==> src/rtl/cs_window.sv <==
// cs_window: sliding window of the last N = 2^K+1 accepted samples with a
// running sum and an approximate-average result.
//   R = (S + N*Xappr) >> K, where A = floor(S/N) and Xappr is the largest
//   held sample not exceeding A (0 for an empty window).
// Y is loaded one edge after the accepting edge and is qualified by a
// one-cycle y_valid pulse. A pulse is produced only for accepts that leave
// the window full.
// Optional feature: define CS_AVG_OUT_EN to add the registered y_avg output
// (floor(S/N)), which is loaded together with Y.
module cs_window #(
    parameter int DW = 8,
    parameter int K  = 3
) (
    input  logic          clk,
    input  logic          reset,
    input  logic          x_valid,
    input  logic [DW-1:0] X,
    input  logic          flush,
    output logic [DW+1:0] Y,
    output logic          y_valid,
    output logic [K+1:0]  fill
`ifdef CS_AVG_OUT_EN
    ,
    output logic [DW-1:0] y_avg
`endif
);

    localparam int N  = (1 << K) + 1;
    localparam int FW = K + 2;
    localparam int SW = DW + K + 1;
    localparam int EW = SW + 2;
    localparam int RW = DW + 2;

    logic [DW-1:0] win_q [N];
    logic [DW-1:0] win_d [N];
    logic [SW-1:0] s_q, s_d;
    logic [FW-1:0] fill_q, fill_d;
    logic          pend_q, pend_d;
    logic [RW-1:0] y_q, y_d;
    logic          y_valid_q, y_valid_d;

    logic [DW-1:0] avg;
    logic [DW-1:0] xappr;
    logic [EW-1:0] sum;
    logic [RW-1:0] res;

    // Window, running sum and fill update; flush has priority over a sample.
    always_comb begin
        win_d  = win_q;
        s_d    = s_q;
        fill_d = fill_q;
        pend_d = 1'b0;
        if (flush) begin
            for (int i = 0; i < N; i++) begin
                win_d[i] = '0;
            end
            s_d    = '0;
            fill_d = '0;
        end else if (x_valid) begin
            if (fill_q < FW'(N)) begin
                for (int i = 0; i < N; i++) begin
                    if (FW'(i) == fill_q) begin
                        win_d[i] = X;
                    end
                end
                s_d    = s_q + SW'(X);
                fill_d = fill_q + FW'(1);
            end else begin
                for (int i = 0; i < N - 1; i++) begin
                    win_d[i] = win_q[i+1];
                end
                win_d[N-1] = X;
                s_d        = s_q - SW'(win_q[0]) + SW'(X);
            end
            pend_d = (fill_d == FW'(N));
        end
    end

    // Result from the registered window: average, nearest-below sample, R.
    always_comb begin
        avg   = DW'(s_q / SW'(N));
        xappr = '0;
        for (int i = 0; i < N; i++) begin
            if ((FW'(i) < fill_q) && (win_q[i] <= avg) && (win_q[i] > xappr)) begin
                xappr = win_q[i];
            end
        end
        sum = EW'(s_q) + EW'(xappr) * EW'(N);
        res = RW'(sum >> K);
    end

    // Output stage: Y and y_valid follow a pending accept by one edge.
    always_comb begin
        y_valid_d = pend_q;
        y_d       = pend_q ? res : y_q;
    end

    // State registers, cleared asynchronously by reset.
    always_ff @(posedge clk or posedge reset) begin
        if (reset) begin
            for (int i = 0; i < N; i++) begin
                win_q[i] <= '0;
            end
            s_q       <= '0;
            fill_q    <= '0;
            pend_q    <= 1'b0;
            y_q       <= '0;
            y_valid_q <= 1'b0;
        end else begin
            win_q     <= win_d;
            s_q       <= s_d;
            fill_q    <= fill_d;
            pend_q    <= pend_d;
            y_q       <= y_d;
            y_valid_q <= y_valid_d;
        end
    end

    assign Y       = y_q;
    assign y_valid = y_valid_q;
    assign fill    = fill_q;

`ifdef CS_AVG_OUT_EN
    logic [DW-1:0] y_avg_q, y_avg_d;

    // Average output loads alongside Y.
    always_comb begin
        y_avg_d = pend_q ? avg : y_avg_q;
    end

    // Average register, cleared asynchronously by reset.
    always_ff @(posedge clk or posedge reset) begin
        if (reset) begin
            y_avg_q <= '0;
        end else begin
            y_avg_q <= y_avg_d;
        end
    end

    assign y_avg = y_avg_q;
`endif

endmodule

==> config.mk <==
export PLATFORM = sky130hd
export DESIGN_NAME = cs_window
export DESIGN_NICKNAME = d
export VERILOG_FILES = /design/src/rtl/cs_window.sv
export SDC_FILE = /design/constraint.sdc
export NUM_CORES = 1
export LEC_CHECK = 0
export ABC_AREA = 1
export CAP_MARGIN = 0
export CORE_ASPECT_RATIO = 1.4
export CORE_MARGIN = 4
export CORE_UTILIZATION = 40
export CTS_CLUSTER_DIAMETER = 50
export DETAILED_ROUTE_END_ITERATION = 7
export PLACE_DENSITY_LB_ADDON = 0.1
export SYNTH_ARGS = -nofsm -noshare
export SYNTH_HDL_FRONTEND = slang
export SYNTH_SLANG_ARGS = --single-unit
export TNS_END_PERCENT = 5
==> constraint.sdc <==
create_clock -name clk -period 37 [get_ports clk]
set_input_delay 7.4 -clock clk [delete_from_list [all_inputs] [get_ports clk]]
set_output_delay 7.4 -clock clk [all_outputs]
set_load 0.03 [all_outputs]
==> results of run 1 <==
==> power by group <==
group / total [mW] / switching [mW] / internal (mW)
logic: 0.404 / 0.259 / 0.145
clock network: 0.0990 / 0.0522 / 0.0468
registers: 0.144 / 0.0232 / 0.121
total: 0.647 / 0.334 / 0.313
==> layout make-up <==
type	count	area, um^2
repair buffers	36	338
inverters	228	867
clock buffers	9	225
well taps	370	463
fillers	2907	15500
multi-input cells	1281	7910
clock inverters	6	53.8
flip-flops and latches	101	2530
==> logic make-up (layout without fill, tap and decap cells) <==
logic type | Yosys count | in the layout
simple gates | 649 | 649
flops | 101 | 101
xor+xnor | 22 | 22
compound gates | 420 | 420
buf+inv | 260 | 279
fa+ha+maj | 190 | 190
==> worst max-delay path: cells and delay by family (launching register included) <==
kind	cells	cell delay, ns
compound gates	30	6.50
xor+xnor	1	0.25
fa+ha+maj	13	4.35
buf+inv	21	2.41
flops	1	0.57
simple gates	74	9.21
==> metrics by stage <==
stage	hold slack [ns]	total power [mW]	utilization	instance area, um^2	instances
6_report	0.481	0.647	0.443	12400	2031
5_1_grt	0.502	0.715	0.443	12400	2031
4_1_cts	0.488	0.651	0.443	12400	2031
3_5_place_dp	0.466	0.550	0.433	12100	2016
3_3_place_gp	0.464	0.545	0.433	12100	2016
2_1_floorplan	0.431	0.450	-	11400	1642
==> sequential cells by signal, summed over array words and instances, names as in the netlist <==
register and count:
Y 10, fill 5, pend_q 1, s_q 12, win_q 72, y_valid 1
==> layout by cell type (no fill, tap or decap), types with 5 or more instances in the layout <==
| cell | synthesis | final |
|---|---|---|
| clkdlybuf4s50_1 | 0 | 27 |
| fa_1 | 14 | 14 |
| or2_1 | 5 | 5 |
| a21oi_2 | 9 | 12 |
| xor2_1 | 14 | 14 |
| ha_1 | 176 | 176 |
| buf_4 | 0 | 9 |
| a21oi_1 | 99 | 96 |
| o22ai_1 | 8 | 8 |
| nand3_1 | 85 | 85 |
| o21ai_0 | 222 | 222 |
| inv_2 | 13 | 14 |
| a31oi_1 | 5 | 5 |
| nor2_2 | 11 | 11 |
| nand4_1 | 19 | 19 |
| o211ai_1 | 31 | 31 |
| nand2_1 | 384 | 384 |
| nand2_2 | 28 | 28 |
| dfrtp_1 | 101 | 101 |
| nor2_1 | 85 | 85 |
| o41ai_1 | 5 | 5 |
| inv_1 | 209 | 207 |
| a211oi_1 | 6 | 6 |
| o21bai_1 | 10 | 10 |
| nor3_1 | 9 | 9 |
| clkbuf_16 | 0 | 9 |
==> path summary, 6_finish.rpt <==
kind	startpoint	end	slack [ns]	cells after the start
min reg2reg	Y[6]	Y[6]	0.48	2
min	Y[6]	Y[6]	0.48	2
max in group asynchronous	reset	win_q[68]	28.27	3
max reg2reg	s_q[9]	Y[7]	13.54	139
min in group asynchronous	reset	Y[1]	7.40	2
max	s_q[9]	Y[7]	13.54	139
==> per-layer routing <==
metal / up-vias / GRT usage / share of wire
met5: - / 0 / 0
met4: 0 / 0.135 / 0.059
met3: 91 / 0.0402 / 0.042
met2: 262 / 0.431 / 0.50
met1: 5191 / 0.287 / 0.40
li1: 5554 / - / -
==> summary.md, run 1 <==
| Metric | Value |
|---|---|
| Synth Area per Inst | `6.95 um^2` |
| Sequential area share after synthesis | `0.221` |
| CP dominant cell by count | `nand2_1` |
| Most numerous cell in the Yosys netlist | `nand2_1` |
| Commonest cells post-synth | `nand2_1, o21ai_0, inv_1, ha_1, dfrtp_1` |
| Post-Syn Instances | `1,642` |
| Worst Path Required | `37.30 ns` |
| Worst path max stage delay | `0.57 ns` |
| Synth top area cells | `dfrtp_1, ha_1, nand2_1` |
| Synth warnings | `0` |
| Worst Skew | `0.00981 ns` |
| Ys flop type | `dfrtp_1` |
| Synth Area in XOR/XNOR | `0.0195` |
| Final min period | `23.46 ns` |
| Hold WC Path Type | `flip-flop to flip-flop` |
| Postcts setup bufs | `0` |
| HPWL Detailed | `30,300 um` |
| Clk sink count | `101` |
| Synth top area share | `0.221` |
| Drc violations | `0` |
| Crit path max fanout | `18` |
| GR Util All Layers | `0.248` |
| Post-synth EDFFs | `0` |
| Setup_tns | `0 ns` |
| Root Buffer | `clkbuf_16` |
| Setup Crit Path Kind | `flip-flop to flip-flop` |
| Longest Clk Path Bufs | `2` |
| Fmax | `0.0426 GHz` |
| Number of nets in the layout | `1,859` |
| Routed wire length | `38,600 um` |
| Final Setup Violations | `0` |
| Main combinational cell family by area after synthesis | `simple AND/OR/NAND/NOR gates` |
| Complex-gate fraction of the synthesized area | `0.206` |
| Gpl congestion | `0.933` |
| H-tree depth | `3` |
| Reg clk slew, reported paths | `0.08 ns` |
| Detail Route Antenna Nets | `0` |
| Worst setup SP type | `flip-flop` |
| RSZ-0062 raised after global routing | `false` |
| Die area | `0.0313 mm^2` |
| CTS resizes | `0` |
| Area Growth Syn to Fin | `8.51%` |
| Number of vias per cell | `5.46` |
| Status | `complete, no violations` |
| Syn Nets | `1,844` |
| Pin count of the biggest net entering global routing | `71` |
| Ports | `28` |
| Slowest cell on crit path | `dfrtp_1` |
| Starting Density | `0.409` |
| Max IR drop VDD | `0.0245 mV` |
| Die height | `208 um` |
| PortBufs | `27` |
| Skew-Pair Late Insertion Delay | `0.38 ns` |
| Row cnt | `72` |
| Number of global-route vias before repair | `10,781` |
| Setup WS pre-CTS | `13.70 ns` |
| Worst setup EP type | `flip-flop` |
| Core ar. | `0.0279 mm^2` |
| Cell Area, Synth | `0.0114 mm^2` |
| Diodes inserted | `0` |
| Final WS setup | `13.54 ns` |
| Avg WL per Cell | `19.0 um` |
| Initial antenna violation count | `0` |
| LEAKAGE | `6.45 nW` |
| Fin crit share | `0.634` |
| Share of cells above drive strength 1 | `0.0704` |
| Post-synthesis async set-or-reset flop share | `1.00` |
| Cts bufs inserted | `9` |
| CTS tree | `built` |
| Max-cap viol count | `0` |
| CP Data Arrival Time | `23.75 ns` |
| Worst Tran Pin Value | `1.11 ns` |
| DRT Pass-1 Iters | `5` |
| Leading area contributor after synthesis | `dfrtp_1` |
| Max-slew headroom | `0.257` |
| Die W | `151 um` |
| Synth Register Bits | `101` |
| Mux contribution to synthesized area | `0` |
| Gr ovfl total | `0` |
| Simple-Gate Fraction of Synth Area | `0.249` |
| Pwr dens | `52.3 mW/mm^2` |
| Via count | `11,098` |
| First-pass GRT wire length | `59,900 um` |
| Max-slew violations | `0` |
| Hold-fix buffer count after cts | `0` |
| Hold Vio Cnt, Final | `0` |
| Post-synth cell types | `52` |
| Post-Synth Adder-Cell Area | `0.218` |
| 1st-iter DRT viols | `711` |
(Power assumes the default switching activity.)
==> run 2: changes to the inputs <==
==> constraint.sdc (replaced) <==
create_clock -name clk -period 22.2 [get_ports clk]
set_input_delay 4.44 -clock clk [delete_from_list [all_inputs] [get_ports clk]]
set_output_delay 4.44 -clock clk [all_outputs]
set_load 0.03 [all_outputs]
==> summary.md, run 2 (synthesis gave the netlist of run 1 again) <==
| Metric | Value |
|---|---|
| First-pass GRT wire length | `59,400 um (-0.90%)` |
| Worst setup SP type | `flip-flop` |
| Final Power | `1.11 mW (+72%)` |
| Final min period | `20.36 ns (-3.09 ns)` |
| 1st-iter DRT viols | `533 (-25%)` |
| CP dominant cell by count | `nand2_1` |
| PortBufs | `27 (unchanged)` |
| Max IR drop VDD | `0.0455 mV (+86%)` |
| Flip-flop count of the largest register after layout | `72 (unchanged)` |
| Reg clk slew, reported paths | `0.08 ns (about the same)` |
| Core ar. | `0.0279 mm^2 (unchanged)` |
| Area Growth Syn to Fin | `10.8%` |
| LEAKAGE | `6.57 nW (+1.9%)` |
| Reg2reg path depth | `148 (+6.5%)` |
| Critical path depth in cells | `148 (+6.5%)` |
| Worst Tran Pin Value | `1.09 ns (-0.0202 ns)` |
| Worst path max stage delay | `0.49 ns (-0.08 ns)` |
| Fmax | `0.0491 GHz (+15%)` |
| Skew-Pair Late Insertion Delay | `0.37 ns (about the same)` |
| Longest Clk Path Bufs | `2 (unchanged)` |
| CP Data Arrival Time | `20.65 ns (-3.10 ns)` |
| Most frequent cells in the layout | `nand2_1, inv_1, o21ai_0` |
| Row cnt | `72 (unchanged)` |
| Commonest non-fill, non-tap cell in the layout | `nand2_1` |
| Fin crit share | `0.917 (+0.283)` |
| CP delay by family, top | `simple AND/OR/NAND/NOR gates` |
| Die area | `0.0313 mm^2 (unchanged)` |
| Hold Path Cell Cnt | `2 (unchanged)` |
| Drc violations | `0 (unchanged)` |
| Met2 Usage GRT | `0.428 (-0.00262)` |
| Status | `complete, no violations` |
| Worst Path Required | `22.49 ns (-14.81 ns)` |
| Avg WL per Cell | `18.5 um (-2.5%)` |
| WP buf/inv | `19 (-9.5%)` |
| Detail Route Antenna Nets | `0 (unchanged)` |
| Crit path max fanout | `16 (-2)` |
| DRT Pass-1 Iters | `5 (unchanged)` |
| H-tree depth | `3 (unchanged)` |
| Initial antenna violation count | `0 (unchanged)` |
| Die W | `151 um (unchanged)` |
| Hold-fix buffer count after cts | `0 (unchanged)` |
| Worst setup EP type | `flip-flop` |
| GR Util All Layers | `0.244 (-0.00416)` |
| Max-cap viol count | `0 (unchanged)` |
| Final Non-Filler Cells | `2,049 (+0.89%)` |
| Dpl cells | `2,018 (+0.099%)` |
| Clk sink count | `101 (unchanged)` |
| Starting Density | `0.409 (unchanged)` |
| Number of vias per cell | `5.44 (-0.39%)` |
| Max-slew headroom | `0.270 (+0.0135)` |
| Share of cells above drive strength 1 | `0.0941 (+0.0237)` |
| Diodes inserted | `0 (unchanged)` |
| Most flops, register | `win_q` |
| Final Setup Violations | `0 (unchanged)` |
| Setup Crit Path Kind | `flip-flop to flip-flop` |
| RSZ-0062 raised after global routing | `false` |
| HPWL Detailed | `29,400 um (-2.8%)` |
| Gpl congestion | `0.904 (-3.1%)` |
| Worst Skew | `0.0101 ns (+0.000298 ns)` |
| Number of global-route vias before repair | `10,884 (+0.96%)` |
| Root Buffer | `clkbuf_16` |
| Pwr dens | `88.0 mW/mm^2 (+68%)` |
| Gr busiest metal | `met2` |
| Cts bufs inserted | `9 (unchanged)` |
| Routed wire length | `38,000 um (-1.7%)` |
| Slowest cell on crit path | `fa_1` |
| CTS tree | `built` |
| Die height | `208 um (unchanged)` |
| Max-slew violations | `0 (unchanged)` |
| Via count | `11,153 (+0.50%)` |
| Ports | `28 (unchanged)` |
| Hold Vio Cnt, Final | `0 (unchanged)` |
| Met3 GRT Util | `0.0373 (-0.00284)` |
| Pin count of the biggest net entering global routing | `71 (unchanged)` |
| Hold WC Path Type | `flip-flop to flip-flop` |
| Number of nets in the layout | `1,876 (+0.91%)` |
| Met1 Usage GRT | `0.285 (-0.00183)` |
| Gr ovfl total | `0 (unchanged)` |
## run 2: cell types whose count changed in the layout (fill, tap and decap cells not counted), moves of 3 or more
cell     previous run  this run
dfrtp_2             0         3
a21oi_1            96        93
a21oi_2            12        15
dfrtp_1           101        98
nand2_1           384       378
o21ai_1             4        34
nand2_2            28        32
inv_1             207       204
o21ai_2             3         7
o21ai_0           222       188
buf_4               9        22
nand2_4             4         8
## run 2: area by class of cell
class	count	area, um^2
Tap cell	370	463
Clock inverter	7	81.3
Clock buffer	9	225
Timing Repair Buffer	50	455
Sequential cell	101	2530
Inverter	228	873
Fill cell	2895	15300
Timing Repair inverter	1	7.51
Multi-Input combinational cell	1283	8010
## run 2: through the flow
step                      hold WS [ns]  setup TNS, ns  setup slack, ns  cell area (um^2)  utilization
after floorplan                  0.431              0             2.93             11400            -
final                            0.488              0             1.84             12600        0.453
after global routing             0.521              0          0.00209             12600        0.453
after global placement           0.462       -0.00599         -0.00599             12100        0.434
after detailed placement         0.469          -1.83           -0.451             12100        0.434
after CTS                        0.492              0           0.0368             12400        0.446
## run 2: final timing paths
path / startpoint / slack [ns] / endpoint
setup reg to reg: s_q[9] / 1.84 / Y[7]
hold reg to reg: Y[1] / 0.49 / Y[1]
min in group asynchronous: reset / 4.54 / win_q[8]
max in group asynchronous: reset / 16.45 / s_q[8]
setup / recovery: s_q[9] / 1.84 / Y[7]
hold / removal: Y[1] / 0.49 / Y[1]
## run 2: layer usage
layer,share of wire,vias up
met5,0,-
met4,0.052,0
li1,-,5598
met3,0.039,87
met1,0.41,5251
met2,0.50,217
## run 2: worst register-to-register path, delay by kind of cell, from the launching register on
family                   cells  cell delay [ns]
AND/OR/NAND/NOR             87             8.63
flip-flops                   1             0.47
XOR/XNOR                     1             0.11
buffers and inverters       19             1.87
AO/OA/AOI/OAI               28             5.20
adder cells (fa/ha/maj)     13             4.00
## run 2: where the power goes
group | internal, mW | switching, mW
registers | 0.202 | 0.0358
clock network | 0.0896 | 0.0865
logic | 0.255 | 0.444
total | 0.546 | 0.567
## run 2: what timing repair did
item                       CTS  global route
buffers inserted             2            10
pin swaps                    1            10
resized for setup            9            56
gates cloned                 0             3
setup endpoints to repair    8            10
